==> src/rtl/memory_arbiter.sv <==
// memory_arbiter: fetch/data arbiter and sequencer for MemoryInterface; MEMORY_ARBITER_ROUND_ROBIN_EN enables round-robin ties
module memory_arbiter #(
    parameter int ADDRESS_BUS_WIDTH = 32,
    parameter int DATA_WIDTH        = 32,
    parameter int CLOCK_COUNT_WIDTH = 3
) (
    input  logic                         clock,
    input  logic                         reset,
    input  logic [CLOCK_COUNT_WIDTH-1:0] waitStates,
    input  logic                         fetchRequest,
    input  logic [ADDRESS_BUS_WIDTH-1:0] fetchAddress,
    output logic [DATA_WIDTH-1:0]        fetchData,
    output logic                         fetchDone,
    input  logic                         dataRequest,
    input  logic [ADDRESS_BUS_WIDTH-1:0] dataAddress,
    input  logic [DATA_WIDTH-1:0]        dataIn,
    input  logic                         dataReadWrite,
    input  logic                         dataIsMemory,
    output logic [DATA_WIDTH-1:0]        dataOut,
    output logic                         dataDone,
    output logic [ADDRESS_BUS_WIDTH-1:0] memAddress,
    output logic [DATA_WIDTH-1:0]        memDataOut,
    input  logic [DATA_WIDTH-1:0]        memDataIn,
    output logic                         memReadWrite,
    output logic                         memIsMemory,
    output logic                         memEnable,
    output logic                         memReset,
    input  logic                         memReady,
    output logic [CLOCK_COUNT_WIDTH-1:0] memClockCount,
    output logic                         busy
);
    typedef enum logic [2:0] {IDLE, ISSUE, SETTLE, WAIT_RDY, DONE} state_t;
    state_t state_q, state_d;
    logic owner_q, owner_d;
    logic [ADDRESS_BUS_WIDTH-1:0] addr_q, addr_d;
    logic [DATA_WIDTH-1:0] wdata_q, wdata_d, fetch_data_q, fetch_data_d, data_out_q, data_out_d;
    logic rw_q, rw_d, is_mem_q, is_mem_d;
    logic grant_data;
`ifdef MEMORY_ARBITER_ROUND_ROBIN_EN
    logic last_q, last_d;
    assign grant_data = dataRequest && !(fetchRequest && last_q);
`else
    assign grant_data = dataRequest;
`endif
    always_comb begin
        state_d      = state_q;
        owner_d      = owner_q;
        addr_d       = addr_q;
        wdata_d      = wdata_q;
        rw_d         = rw_q;
        is_mem_d     = is_mem_q;
        fetch_data_d = fetch_data_q;
        data_out_d   = data_out_q;
`ifdef MEMORY_ARBITER_ROUND_ROBIN_EN
        last_d       = last_q;
`endif
        case (state_q)
            IDLE: if (fetchRequest || dataRequest) begin
                state_d  = ISSUE;
                owner_d  = grant_data;
                addr_d   = grant_data ? dataAddress : fetchAddress;
                wdata_d  = grant_data ? dataIn : '0;
                rw_d     = grant_data ? dataReadWrite : 1'b1;
                is_mem_d = grant_data ? dataIsMemory : 1'b1;
`ifdef MEMORY_ARBITER_ROUND_ROBIN_EN
                last_d   = grant_data;
`endif
            end
            ISSUE:  state_d = SETTLE;
            SETTLE: state_d = WAIT_RDY;
            WAIT_RDY: if (memReady) begin
                state_d      = DONE;
                fetch_data_d = owner_q ? fetch_data_q : memDataIn;
                data_out_d   = owner_q ? memDataIn : data_out_q;
            end
            default: state_d = IDLE;
        endcase
    end
    always_ff @(posedge clock) begin
        if (reset) begin
            state_q      <= IDLE;
            owner_q      <= 1'b0;
            addr_q       <= '0;
            wdata_q      <= '0;
            rw_q         <= 1'b0;
            is_mem_q     <= 1'b0;
            fetch_data_q <= '0;
            data_out_q   <= '0;
`ifdef MEMORY_ARBITER_ROUND_ROBIN_EN
            last_q       <= 1'b0;
`endif
        end else begin
            state_q      <= state_d;
            owner_q      <= owner_d;
            addr_q       <= addr_d;
            wdata_q      <= wdata_d;
            rw_q         <= rw_d;
            is_mem_q     <= is_mem_d;
            fetch_data_q <= fetch_data_d;
            data_out_q   <= data_out_d;
`ifdef MEMORY_ARBITER_ROUND_ROBIN_EN
            last_q       <= last_d;
`endif
        end
    end
    assign memAddress    = addr_q;
    assign memDataOut    = wdata_q;
    assign memReadWrite  = rw_q;
    assign memIsMemory   = is_mem_q;
    assign memEnable     = state_q == ISSUE;
    assign memReset      = reset;
    assign memClockCount = waitStates;
    assign busy          = state_q != IDLE;
    assign fetchDone     = state_q == DONE && !owner_q;
    assign dataDone      = state_q == DONE && owner_q;
    assign fetchData     = fetch_data_q;
    assign dataOut       = data_out_q;
endmodule

==> config.mk <==
export PLATFORM = sky130hd
export DESIGN_NAME = memory_arbiter
export DESIGN_NICKNAME = d
export VERILOG_FILES = /design/src/rtl/memory_arbiter.sv
export SDC_FILE = /design/constraint.sdc
export NUM_CORES = 1
export LEC_CHECK = 0
export CORE_ASPECT_RATIO = 0.8
export CORE_MARGIN = 5
export CORE_UTILIZATION = 36
export DETAILED_ROUTE_END_ITERATION = 6
export GPL_TIMING_DRIVEN = 0
export PLACE_DENSITY_LB_ADDON = 0.15
export SETUP_SLACK_MARGIN = 0.1
export SYNTH_ARGS = -nofsm -noshare
export SYNTH_HDL_FRONTEND = slang
export SYNTH_SLANG_ARGS = --single-unit
==> constraint.sdc <==
create_clock -name clock -period 1.6 [get_ports clock]
set_clock_uncertainty 0.15 [all_clocks]
set_input_delay 0.16 -clock clock [delete_from_list [all_inputs] [get_ports clock]]
set_output_delay 0.16 -clock clock [all_outputs]
set_load 0.005 [all_outputs]
==> results.toml, run 1 <==
[global_routing]
overflow = 0
antenna_found_initial = 0
first_global_vias = 5389
grt.total_usage_pct = 19.68
grt_max_degree = 17
grt_pass1_wl_um = 27950

[worst_setup_path]
crit_arrival_ns = 1.39
critPathMaxFanout = 5
cp.required_ns = 1.29
crit_type = "reg2out"
crit_path_start_kind = "flop"
end_kind = "primary output"

[sta]
final_max_slew_viol_count = 0
clock.fmax_ghz = 0.5870
hold_viol_final = 0
holdWs_ns = 0.09268
finalCritPeriodShare_pct = 106.5
slew_headroom_pct = 52.15
tightest_slew_ns = 0.7178
period_needed_ns = 1.704
setup_viol = 49
finalSetupTns_ns = -2.503
setup_slack_ns = -0.1036
grt_setup_unrepaired = "yes"

[drt]
via_per_inst = 4.838
drtAntennaViolNets = 0
drtIter0Drc = 139
vias = 4901
wl_per_cell_um = 17.52
first_pass_iters = 4
drc = 0
wl_um = 17750

[yosys]
synth.avg_cell_area_sq_um = 10.89
yosysUniqueCellTypes = 29
syn_nets = 636
netlist_instances = 498
syn_area_sq_mm = 0.005425
ys_seq_area_share_pct = 49.45
ys_ff_latch = 134
yosysWarnings = 0

[pwr]
powerDensity_mw_per_mm2 = 1003
ir_worst_vdd_v = 0.0006902
p_leak_nw = 4.447

[floorplan]
core_area_sq_mm = 0.01491
dieWidth_um = 147.3
rows = 40
die_area_sq_mm = 0.01764
start_util_pct = 36.38
io_pins = 276
die_h_um = 119.8

[clock_network]
cts.path.max_buffers = 2
cts_root_buf = "clkbuf_16"
cts_buffers = 17
clkSlewWorstSetupHoldPaths_ns = 0.05
holdBufCountCts = 0
clock_sinks = 134
cts_tree = "yes"
h-tree-depth = 4
clk_latency_ns = 0.41

[layout]
layout.cells.most_common_list = "clkdlybuf4s50_1, dlygate4sd2_1, dfxtp_1"
antenna_cells = 0
final_layout_size_suffix_gt1_share_pct = 19.17
syn_to_final_growth_pct = 78.14
final_util_pct = 64.80
nNetsFinal = 949
fin_cells = 1013
final_common_cell = "clkdlybuf4s50_1"

[place]
place_ws_ns = -0.8925
dp_cells = 958
portBuffers = 271
gp_congestion = 0.7909
dpl.hpwl_um = 13030

[outcome]
status = "complete, but fails checks"
failed_checks = "setup timing"

[flow_run]
cap_violations = 0

[hold_path]
hold_path_class = "in2reg"
cell families after synthesis:
logic type | count (synthesis) | synth area share, %
flops | 134 | 49.45
simple gates | 112 | 13.03
compound gates | 104 | 14.55
mux | 96 | 17.71
buf+inv | 52 | 5.258
layer usage:
metal,GRT usage (%),wire length [um],vias to the layer above
met5,0,0,-
met4,5.413,279,0
met3,8.154,1611,21
met2,33.54,8792,187
met1,22.86,7068,2307
li1,-,-,2386
final timing paths:
| path | start | endpoint | slack (ns) | cells past startpoint |
|---|---|---|---|---|
| max | state_q[2] | busy | -0.10 | 6 |
| min | reset | state_q[0] | 0.09 | 3 |
| max reg2reg | state_q[2] | memAddress[0] | -0.10 | 10 |
| min reg2reg | memDataOut[3] | memDataOut[3] | 0.32 | 1 |
power breakdown:
part / switching [mW] / internal (mW)
Sequential: 0.139 / 3.54
Clock: 1.46 / 2.74
Combinational: 0.731 / 1.09
cells in the mapped netlist:
cell,count,area [sq um]
o21bai_1,1,7.510
mux2i_1,96,960.9
a21boi_0,1,7.510
buf_4,5,37.54
nand2_1,1,3.750
and3b_1,1,8.760
a21oi_1,34,170.2
a22o_1,32,280.3
nand2b_1,97,606.8
a311oi_1,2,17.52
inv_1,3,11.26
nor3_1,1,5.000
nor3b_1,1,7.510
clkbuf_1,20,75.07
or3b_1,1,8.760
a211oi_1,22,165.2
and2_1,1,6.260
buf_2,15,75.07
nor3_2,2,20.02
a21o_1,1,7.510
a21oi_2,1,8.760
nand3_2,1,10.01
nor2_1,3,11.26
buf_6,7,78.83
buf_1,2,7.510
a211oi_2,10,125.1
or2_0,1,6.260
and3_1,2,12.51
dfxtp_1,134,2683
area by class of cell:
| cell class | instances | area [sq um] |
|---|---|---|
| Buffer | 49 | 489.2 |
| Clock buffer | 21 | 470.5 |
| Clock inverter | 11 | 171.4 |
| Fill cell | 1224 | 5250 |
| Inverter | 3 | 13.76 |
| Multi-Input combinational cell | 312 | 2731 |
| Sequential cell | 134 | 2698 |
| Tap cell | 189 | 236.5 |
| Timing Repair Buffer | 294 | 2854 |
sequential cells by signal, summed over array words and instances (netlist names):
name	count
memDataOut	32
fetchData	32
memAddress	32
memReadWrite	1
dataOut	32
owner_q	1
memIsMemory	1
state_q	3
timing repair:
item / CTS / global route
resized for setup: 202 / 91
pin swaps: 27 / 20
setup buffers: 9 / 9
cloned: 3 / 3
setup endpoints to repair: 263 / 130
critical path: stages, from the launching register on:
cell and delay [ns]:
dfxtp_2 0.31, buf_6 0.12, nor3_4 0.19, buf_6 0.13, buf_8 0.10, inv_4 0.03
buf_6 0.10
metrics by stage:
step           total power, mW  instance area [sq um]
2_1_floorplan            4.346                   5430
3_3_place_gp             5.234                   8379
3_5_place_dp             5.264                   8379
4_1_cts                  9.555                   9208
5_1_grt                  10.08                   9664
6_report                 9.696                   9664
Note: power is estimated with default switching activity, not from simulation.
==> run 2: changes to the inputs <==
--- a/config.mk
+++ b/config.mk
@@ -8,10 +8,10 @@
 export CORE_ASPECT_RATIO = 0.8
 export CORE_MARGIN = 5
 export CORE_UTILIZATION = 36
+export CTS_CLUSTER_SIZE = 12
 export DETAILED_ROUTE_END_ITERATION = 6
 export GPL_TIMING_DRIVEN = 0
 export PLACE_DENSITY_LB_ADDON = 0.15
-export SETUP_SLACK_MARGIN = 0.1
 export SYNTH_ARGS = -nofsm -noshare
 export SYNTH_HDL_FRONTEND = slang
 export SYNTH_SLANG_ARGS = --single-unit
==> run 2 against run 1 <==
The run still ends with setup timing left. Critical path depth down 1. Power decreased by 6.1%. Via count decreased by 1.1%. Count of clock-buffer cells in the layout increased by 4. Register-to-register slack improved by 0.08 ns. Non-clock buffer count down 12. Utilization decreased by 1.7 points. First-iteration DRC count up 28%. Sequential power about the same. Worst setup slack better by 0.073 ns. Global-route usage about the same. Final area down 2.7%. Critical path type unchanged. Largest power group unchanged. Highest routed layer unchanged.
==> results.toml, run 2 (same netlist as run 1, synthesis figures left out) <==
[clock_network]
cts.path.max_buffers = 2
clock_sinks = 134
holdBufCountCts = 0
cts_root_buf = "clkbuf_16"
cts_buffers = 17
cts_tree = "yes"
clkSlewWorstSetupHoldPaths_ns = 0.05
clk_latency_ns = 0.41
h-tree-depth = 4

[place]
portBuffers = 271
dp_cells = 958
dpl.hpwl_um = 13320
gp_congestion = 0.7575
placed_area_sq_mm = 0.008374
place_ws_ns = -0.8782

[worst_setup_path]
cpLargestDelayFamily = "flip-flops"
r2r-end = "dataOut[31]"
crit_type = "reg2out"
path_buf_inv = 4
critPathMaxFanout = 5
slowest_stage = "dfxtp_4"
end_kind = "primary output"
crit_path_start_kind = "flop"
critical-path-max-stage-delay_ns = 0.36
cp.required_ns = 1.29
crit_chain = "nor3_4 > buf_6 > buf_8 > inv_2 > buf_6"
crit_arrival_ns = 1.32
r2r_cells = 5
critical_path.most_common_cell = "buf_6"
r2r_slack_ns = -0.02
rr_startpoint = "state_q[1]"
cp.depth = 5

[drt]
via_per_inst = 4.859
met1_length_um = 7286
drc = 0
vias = 4849
wl_um = 17760
top_layer = "met4"
routed-wl-met2_um = 8566
drtIter0Drc = 178
drtAntennaViolNets = 0
first_pass_iters = 4
wl_met3_um = 1595
wl_per_cell_um = 17.80

[layout]
final_common_cell = "clkdlybuf4s50_1"
layout.cells.most_common_list = "clkdlybuf4s50_1, dfxtp_1, nand2b_1"
fin_cells = 998
final_layout_size_suffix_gt1_share_pct = 13.60
antenna_cells = 0
design_area_sq_mm = 0.009405
syn_to_final_growth_pct = 73.36
n_fill_cell = 1189
nNetsFinal = 937

[outcome]
status = "complete, but fails checks"
failed_checks = "setup timing"

[pwr]
p_int_mw = 7.022
powerDensity_mw_per_mm2 = 967.7
combPwrFrac_pct = 17.1
p_total_mw = 9.102
p_leak_nw = 5.077
p_sw_share_pct = 22.85
sequentialPowerShare_pct = 40.2
pwr-share-clk_pct = 42.6
switching_power_mw = 2.080
ir_worst_vdd_v = 0.0007296

[sta]
setup_viol = 13
holdWs_ns = 0.1039
clock.fmax_ghz = 0.6132
grt_setup_unrepaired = "yes"
period_needed_ns = 1.631
tightest_slew_ns = 0.7109
setup_slack_ns = -0.03067
hold_viol_final = 0
slew_headroom_pct = 52.61
finalCritPeriodShare_pct = 101.9
final_max_slew_viol_count = 0

[hold_path]
hold_path_class = "in2reg"
hold_start = "dataRequest"
whs_endpoint = "memAddress[12]"
worstHoldPathCells = 3

[global_routing]
antenna_found_initial = 0
grt_max_degree = 17
overflow = 0
first_global_vias = 5202
grt.total_usage_pct = 19.68
grt_pass1_wl_um = 27540

[flow_run]
cap_violations = 0

[floorplan]
rows = 40
start_util_pct = 36.38
die_h_um = 119.8
dieWidth_um = 147.3
die_area_sq_mm = 0.01764
io_pins = 276
core_area_sq_mm = 0.01491
==> run 2: power by group through the flow <==
stage	logic, mW	registers [mW]	clock network (mW)
5_1_grt	1.69	3.68	4.12
4_1_cts	1.57	3.66	3.93
3_5_place_dp	1.55	3.72	0
6_report	1.56	3.66	3.88
3_3_place_gp	1.52	3.72	0
2_1_floorplan	0.614	3.73	0
==> run 2: final cells by class <==
type	count	area [sq um]	share of cell area [%]
buffer	47	371.6	3.951
clock buffer	25	485.5	5.162
clock inverter	4	95.09	1.011
inverter	3	11.26	0.1197
multi-input combinational	312	2516	26.75
sequential	134	2704	28.75
tap	189	236.5	2.514
timing repair buffer	284	2985	31.74
==> run 2: worst min-delay path, cell delays in order <==
cell	delay (ns)
buf_4	0.16
mux2i_1	0.19
a211oi_2	0.09
==> run 2: worst max path at each step <==
| stage | startpoint | slack [ns] | to |
|---|---|---|---|
| detailed placement | reset | -0.88 | memAddress[21] |
| floorplan | state_q[1] | 0.05 | dataOut[10] |
| global placement | reset | -0.84 | memAddress[21] |
| global route | state_q[2] | -0.09 | busy |
| CTS | state_q[1] | -0.05 | busy |
| finish | state_q[2] | -0.03 | busy |
==> run 2: metal layers <==
metal / GRT usage, % / up-vias
met5: 0 / -
met3: 8.871 / 19
met1: 22.88 / 2286
met4: 6.170 / 0
li1: - / 2362
met2: 32.62 / 182
==> run 2: what timing repair did <==
item,4_1_cts,5_1_grt
gates cloned,0,3
endpoints found under the setup margin,162,193
setup buffers,4,6
hold endpoints to repair,0,0
pin swaps,2,4
resized for setup,76,113
==> run 2: stage by stage <==
stage	utilization (%)	TNS, ns
after floorplan	-	0
after global placement	56.15	-70.81
after detailed placement	56.15	-73.57
after CTS	60.37	-0.8229
after global routing	63.06	-0.6945
final	63.06	-0.1008
==> run 3: changes to the inputs <==
--- a/config.mk
+++ b/config.mk
@@ -10,6 +10,7 @@
 export CORE_UTILIZATION = 36
 export CTS_CLUSTER_SIZE = 12
 export DETAILED_ROUTE_END_ITERATION = 6
+export GPL_ROUTABILITY_DRIVEN = 0
 export GPL_TIMING_DRIVEN = 0
 export PLACE_DENSITY_LB_ADDON = 0.15
 export SYNTH_ARGS = -nofsm -noshare
==> results of run 3 <==
The final DEF is identical to that of run 2; final timing and power are the same.
